**src/rtl/i2c_frame_counter.sv**
```systemverilog
// I2C frame position tracker: follows bit and byte position inside a frame
// using START/STOP flags from an upstream detector, clocked by rising scl.
//
// state | meaning
// IDLE  | no transfer in progress; scl edges ignored until a start
// ADDR  | address byte(s) in progress (1 or 2 bytes depending on ADDR10)
// DATA  | data bytes in progress; completed bytes counted up to MAX_BYTES
module i2c_frame_counter #(
  parameter int DATA_BITS = 8,
  parameter int MAX_BYTES = 16,
  parameter int ADDR10    = 0,
  localparam int BW = $clog2(DATA_BITS + 1),
  localparam int CW = $clog2(MAX_BYTES + 1)
) (
  input  logic          scl,
  input  logic          rst_n,
  input  logic          start,
  input  logic          stop,
  output logic          busy,
  output logic [BW-1:0] bit_idx,
  output logic          ack_slot,
  output logic          byte_done,
  output logic          addr_phase,
  output logic [CW-1:0] byte_cnt,
  output logic          overflow
);

  typedef enum logic [1:0] {
    IDLE = 2'd0,
    ADDR = 2'd1,
    DATA = 2'd2
  } state_t;

  localparam logic [BW-1:0] ACK_IDX  = BW'(DATA_BITS);
  localparam logic [BW-1:0] LAST_IDX = BW'(DATA_BITS - 1);
  localparam logic [CW-1:0] CNT_MAX  = CW'(MAX_BYTES);

  state_t        state;
  state_t        state_nxt;
  logic [BW-1:0] bit_nxt;
  logic [CW-1:0] cnt_nxt;
  logic          ovf_nxt;
  logic          done_nxt;
  logic          addr_cnt;
  logic          addr_cnt_nxt;

  always_ff @(posedge scl or negedge rst_n) begin
    if (!rst_n) begin
      state     <= IDLE;
      bit_idx   <= '0;
      byte_cnt  <= '0;
      overflow  <= 1'b0;
      byte_done <= 1'b0;
      addr_cnt  <= 1'b0;
    end else begin
      state     <= state_nxt;
      bit_idx   <= bit_nxt;
      byte_cnt  <= cnt_nxt;
      overflow  <= ovf_nxt;
      byte_done <= done_nxt;
      addr_cnt  <= addr_cnt_nxt;
    end
  end

  always_comb begin
    state_nxt    = state;
    bit_nxt      = bit_idx;
    cnt_nxt      = byte_cnt;
    ovf_nxt      = overflow;
    done_nxt     = 1'b0;
    addr_cnt_nxt = addr_cnt;

    if (start) begin
      // The start edge itself samples bit 0 of the first address byte.
      state_nxt    = ADDR;
      bit_nxt      = '0;
      cnt_nxt      = '0;
      ovf_nxt      = 1'b0;
      addr_cnt_nxt = 1'b0;
    end else if (stop) begin
      // Overflow is deliberately left alone so software can see it after the frame.
      state_nxt    = IDLE;
      bit_nxt      = '0;
      cnt_nxt      = '0;
      addr_cnt_nxt = 1'b0;
    end else if (state != IDLE) begin
      if (bit_idx == ACK_IDX) begin
        bit_nxt = '0;
        if (state == ADDR) begin
          if (ADDR10 == 0 || addr_cnt) begin
            state_nxt = DATA;
          end else begin
            addr_cnt_nxt = 1'b1;
          end
        end else if (byte_cnt == CNT_MAX) begin
          ovf_nxt = 1'b1;
        end else begin
          cnt_nxt = byte_cnt + CW'(1);
        end
      end else begin
        bit_nxt = bit_idx + BW'(1);
      end
      done_nxt = (bit_nxt == LAST_IDX);
    end
  end

  assign busy       = (state != IDLE);
  assign addr_phase = (state == ADDR);
  assign ack_slot   = busy && (bit_idx == ACK_IDX);

endmodule

```
**config.mk**
```make
export PLATFORM = sky130hd
export DESIGN_NAME = i2c_frame_counter
export DESIGN_NICKNAME = d
export VERILOG_FILES = /design/src/rtl/i2c_frame_counter.sv
export SDC_FILE = /design/constraint.sdc
export NUM_CORES = 1
export LEC_CHECK = 0
export ABC_CLOCK_PERIOD_IN_PS = 1900
export BUFFER_PORTS_ARGS = -buffer_cell sky130_fd_sc_hd__buf_4
export CAP_MARGIN = 0
export CORE_ASPECT_RATIO = 1.4
export CORE_MARGIN = 3
export CORE_UTILIZATION = 40
export CTS_BUF_LIST = sky130_fd_sc_hd__clkbuf_8
export CTS_CLUSTER_SIZE = 40
export DETAILED_ROUTE_END_ITERATION = 12
export PLACE_DENSITY_LB_ADDON = 0.12
export SYNTH_ARGS = -nofsm -noshare
export SYNTH_HDL_FRONTEND = slang
export SYNTH_SLANG_ARGS = --single-unit
export TNS_END_PERCENT = 20
```
**constraint.sdc**
```tcl
create_clock -name scl -period 1.9 [get_ports scl]
set_input_delay 0.57 -clock scl [delete_from_list [all_inputs] [get_ports scl]]
set_output_delay 0.57 -clock scl [all_outputs]
set_load 0.05 [all_outputs]
```
==> results of run 1 <==
-- area by class of cell --
| class | count | area, µm² |
|---|---|---|
| Clock buffer | 3 | 41.29 |
| Tap cell | 19 | 23.77 |
| Sequential cell | 13 | 327.8 |
| Inverter | 7 | 28.78 |
| Multi-Input combinational cell | 57 | 399.1 |
| Fill cell | 150 | 639.4 |
| Timing Repair Buffer | 25 | 195.2 |
| Clock inverter | 1 | 3.754 |
-- worst min path at each step --
| stage | slack (ps) | cells after the start | end | startpoint |
|---|---|---|---|---|
| final | 160 | 1 | bit_idx[3] | rst_n |
| after global routing | 160 | 1 | bit_idx[3] | rst_n |
| after floorplan | 270 | 0 | bit_idx[0] | rst_n |
| after CTS | 160 | 1 | byte_done | rst_n |
| after detailed placement | 430 | 1 | byte_done | rst_n |
| after global placement | 420 | 1 | byte_done | rst_n |
-- Yosys cell counts --
master	instances	area, µm²
a31oi_1	1	6.260
nor2_1	4	15.01
buf_2	1	5.000
or3_1	3	18.77
nand3b_1	1	7.510
inv_1	7	26.28
nor4_1	1	6.260
nor2b_1	3	18.77
ha_1	5	62.56
or2b_1	1	7.510
o311a_1	1	10.01
and2b_2	1	8.760
o21ai_0	5	25.02
buf_6	1	11.26
xor2_1	1	8.760
mux2i_1	1	10.01
nand4_1	1	6.260
nand2b_1	1	6.260
o31ai_1	3	22.52
o211ai_1	1	7.510
nand3_1	2	10.01
or2_2	1	6.260
nand4b_1	1	8.760
or4_1	2	15.01
and4bb_2	1	12.51
nand2_1	7	26.28
a21oi_1	7	35.03
dfrtp_1	13	325.3
or3b_1	2	17.52
-- through the flow --
step	util (%)	instances	instance area, µm²	setup TNS, ps
final	61.46	125	1020	0
after global routing	61.46	125	1020	-36.54
after CTS	60.33	123	1001	0
after detailed placement	55.58	117	922.1	0
after global placement	55.58	117	922.1	0
after floorplan	-	79	757.0	0
-- per-layer routing --
metal | up-vias | global-route usage (%)
met5 | - | 0
met4 | 0 | 10.22
met3 | 5 | 3.470
met2 | 22 | 22.44
met1 | 326 | 20.59
li1 | 337 | -
-- layout by cell type (no fill, tap or decap), types with 2 or more instances in the layout --
master	count
nor2b_1	3
nand2_1	7
ha_1	4
or3b_1	2
dfrtp_2	2
nor2_1	3
o21ai_0	5
dfrtp_1	11
buf_4	24
nand3_1	2
o31ai_1	3
or3_1	3
a21oi_1	7
or4_1	2
clkbuf_8	3
inv_1	6
-- cells by family after synthesis --
logic type / Yosys count / synth area share, %
AND/OR/NAND/NOR: 32 / 25.63
AO/OA/AOI/OAI: 18 / 14.24
buffers and inverters: 9 / 5.695
multiplexers: 1 / 1.340
XOR/XNOR: 1 / 1.173
flip-flops: 13 / 43.55
adder cells (fa/ha/maj): 5 / 8.375
-- registers in the layout, summed over array words and instances (netlist names) --
name	cells
byte_cnt	5
bit_idx	4
state	2
byte_done	1
overflow	1
-- critical path, cell delays in order (launching register included) --
cell and delay (ps):
dfrtp_2 400, inv_2 70, ha_4 140, nand3b_1 140, nor2_4 150, buf_8 150
-- power by group through the flow --
stage          Combinational [W]  Clock (W)  Sequential (W)
2_1_floorplan          0.0000419          0        0.000302
3_3_place_gp           0.0000802          0        0.000293
3_5_place_dp           0.0000813          0        0.000294
4_1_cts                0.0000899   0.000247        0.000288
5_1_grt                 0.000102   0.000264        0.000289
6_report               0.0000938   0.000242        0.000288
-- repair_timing --
action                     4_1_cts  5_1_grt
pin swaps                        1        2
setup endpoints to repair        1        1
hold buffers                     0        0
gates resized for setup          4        2
setup buffers                    2        2
==> out/metrics.cfg, run 1 <==
[yosys]
syn_area_per_cell_um2=9.455
syn_nets=88
yosys_warnings=0
syn_area_um2=747.0
syn_inst=79
ys_ff_latch=13
synth.distinct_cells=29
yosysSeqAreaShare_pct=43.55

[setup_path]
rrSetupSlack_ps=220
crit_arrival_ps=1300
crit_path_end=ack_slot
start_kind=flip-flop
crit_start=bit_idx[1]
r2r-start=bit_idx[1]
critPathKind=flip-flop to output port
endpoint_kind=output port
rr_endpoint=byte_cnt[4]
cp.required_ps=1330
r2r_cells=7
path_max_fanout=3

[route]
totalWireLength_mm=1.658
route.met2.wl_um=777
dr.max_layer_used=met4
ant_nets=0
post_drt_wl_per_cell_um=13.26
drc=0
vias=690
via_per_inst=5.520
drtIter0Drc=15
firstDrtPassIters=4
wl_met3_um=103
wl_met1_um=731

[grt]
grt_max_degree=14
grt_usage_pct=15.55
grt_remaining_overflow=0
grt_pass1_vias=647
antenna_found_initial=0
grt_first_pass_wirelength_mm=2.877

[power_and_ir_drop]
power.total_w=0.0006245
clockPowerShare_pct=38.8
switching_share_pct=26.23
p_seq_share_pct=46.1
combPwrFrac_pct=15.0
ir_worst_vdd_v=0.0003762
p_int_w=0.0004607
power.leakage_nw=0.4685
switchingPower_w=0.0001638
p_per_area_nw_per_um2=612.4

[timing]
whs_ps=157.8
setup_ws_ps=30.71
final-setup-viol-count=0
slew_headroom_pct=75.24
tightest_slew_ps=370.0
finalCritPeriodShare_pct=98.38
max_clock_freq_mhz=535.0
clock_skew_ps=2.718
rsz0062_at_grt=true
final_max_slew_viol_count=0
timing.final.hold_violations=0
post-route-min-period_ps=1869

[clock_tree]
clk_latency_ps=240
numClockSinks=13
cts_tree=done
cts-root-buf=clkbuf_8
cts_buffer_depth=2
path_clk_slew_ps=50
htreeDepth=1
cts_buffers=3

[die]
fp.coreArea_um2=1659
die_h_um=57.13
io_pins=18
std_cell_rows=17
start_util_pct=45.02
die_x_um=42.52
die_area_um2=2429

[placement]
hpwl_mm=1.198
portBuffers=17
gp_congestion=0.7846
place_ws_ps=149.8

[cells_and_area]
fin_nets=116
drive_above_1_share_pct=34.91
antenna-diode-count=0
area_growth_pct=36.52

[status]
status=completed

[worst_hold_path]
worstHoldPathType=input port to async pin

[run]
cap_violations=0

Note: power is estimated with default switching activity, not from simulation.
==> run 2: changes to the inputs <==
PLACE_DENSITY = 0.66   (was unset)
PLACE_DENSITY_LB_ADDON = unset   (was 0.12)
==> run 2 against run 1 <==
Effect of this change:
- first-iteration DRC count fell by 13%
- register-to-register slack got worse by 40 ps
- sequential share of layout area fell by 0.24 points
- clock power about the same
- global-route usage is 0.11 points lower
- worst hold slack better by 2.7 ps
- maximum frequency grew 1.3%
- clock skew barely moved
- final cell count increased by 0.80%
- critical path type unchanged
- largest power group unchanged
- highest routed layer unchanged
==> out/metrics.cfg, run 2 (synthesis gave the netlist of run 1 again) <==
[grt]
grt_max_degree=14
antenna_found_initial=0
grt_pass1_vias=669
grt_first_pass_wirelength_mm=2.808
grt_remaining_overflow=0
grt_usage_pct=15.44

[timing]
final-setup-viol-count=0
setup_ws_ps=54.59
clock_skew_ps=2.457
rsz0062_at_grt=true
max_clock_freq_mhz=541.9
tightest_slew_ps=359.5
timing.final.hold_violations=0
slew_headroom_pct=75.94
finalCritPeriodShare_pct=97.13
post-route-min-period_ps=1845
final_max_slew_viol_count=0

[setup_path]
crit_slowest_cell=dfrtp_2
start_kind=flip-flop
critPathBufInv=2
critPathTopFamily=flip-flops
crit_start=bit_idx[0]
rrSetupSlack_ps=180
rr_endpoint=overflow
cp.required_ps=1330
r2r-start=bit_idx[0]
crit_arrival_ps=1280
crit_cells=5
worstPathCellList=inv_4 -> ha_4 -> nand3b_1 -> nor2_4 -> buf_8
path_max_fanout=3
cpPeakStageDelay_ps=420
r2r_cells=7
crit_path_end=ack_slot
critPathKind=flip-flop to output port
endpoint_kind=output port

[cells_and_area]
top_regs=byte_cnt x5, bit_idx x4, state x2
final_common_cell=buf_4
top_register=byte_cnt
antenna-diode-count=0
drive_above_1_share_pct=35.51
fin_nets=117
layout_common_cells=25 x buf_4, 11 x dfrtp_1, 7 x nand2_1, 7 x a21oi_1, 6 x inv_1
area_growth_pct=37.52
fin_area_um2=1027
largest_register_ff_count=5
utilization_pct=61.92

[die]
die_x_um=42.52
start_util_pct=45.02
fp.coreArea_um2=1659
io_pins=18
die_h_um=57.13
std_cell_rows=17
die_area_um2=2429

[clock_tree]
cts_buffers=3
cts_tree=done
htreeDepth=1
path_clk_slew_ps=50
cts-root-buf=clkbuf_8
cts_buffer_depth=2
clk_latency_ps=240
numClockSinks=13

[route]
post_drt_wl_per_cell_um=13.17
via_per_inst=5.524
firstDrtPassIters=4
drtIter0Drc=13
ant_nets=0
totalWireLength_mm=1.659
drc=0
vias=696

[worst_hold_path]
worstHoldPathType=input port to async pin

[power_and_ir_drop]
p_per_area_nw_per_um2=608.5
power.leakage_nw=0.4735
ir_worst_vdd_v=0.0004799

[placement]
place_ws_ps=153.0
gp_congestion=0.7362
portBuffers=17
placed_cell_area_um2=922.1
hpwl_mm=1.199

[status]
status=completed

[run]
cap_violations=0

-- run 2: changes by cell type in the layout (fill, tap and decap cells not counted), sizes merged --
cell	change
buf	+1
-- run 2: final cells by class --
cell class / instances / area [µm²]
multi-input combinational: 57 / 399.1
clock buffer: 3 / 41.29
tap: 19 / 23.77
inverter: 7 / 28.78
sequential: 13 / 327.8
timing repair buffer: 26 / 202.7
clock inverter: 1 / 3.754
fill: 140 / 631.9
-- run 2: how the worst min path moves through the flow --
stage | start | to
finish | rst_n | byte_cnt[1]
global route | rst_n | byte_cnt[1]
CTS | rst_n | byte_cnt[1]
detailed placement | rst_n | byte_cnt[4]
global placement | rst_n | byte_cnt[4]
floorplan | rst_n | bit_idx[0]
-- run 2: layer usage --
layer | global-route usage [%] | part of all wire (%) | routed length (µm)
met2 | 26.58 | 52 | 855
met5 | 0 | 0 | 0
met3 | 2.839 | 5.2 | 86
met4 | 10.67 | 3.0 | 50
met1 | 16.73 | 40 | 666
-- run 2: timing repair --
item / CTS / global route
hold buffers: 0 / 0
hold endpoints to repair: 0 / 0
gates resized for setup: 4 / 2
endpoints found under the setup margin: 1 / 1
buffers inserted: 1 / 4
pin swaps: 0 / 2
-- run 2: metrics by stage --
stage	total power [W]	hold slack [ps]	setup TNS (ps)	std cells
after floorplan	0.0003435	274.4	0	79
after global placement	0.0003742	422.5	0	117
after detailed placement	0.0003754	424.5	0	117
after CTS	0.0006244	163.9	0	122
after global routing	0.0006586	162.2	-22.31	126
final	0.0006251	160.5	0	126
-- run 2: power by group --
group / internal, W / switching, W
clock network: 0.000143 / 0.0000963
logic: 0.0000390 / 0.0000590
registers: 0.000282 / 0.00000597
total: 0.000464 / 0.000161
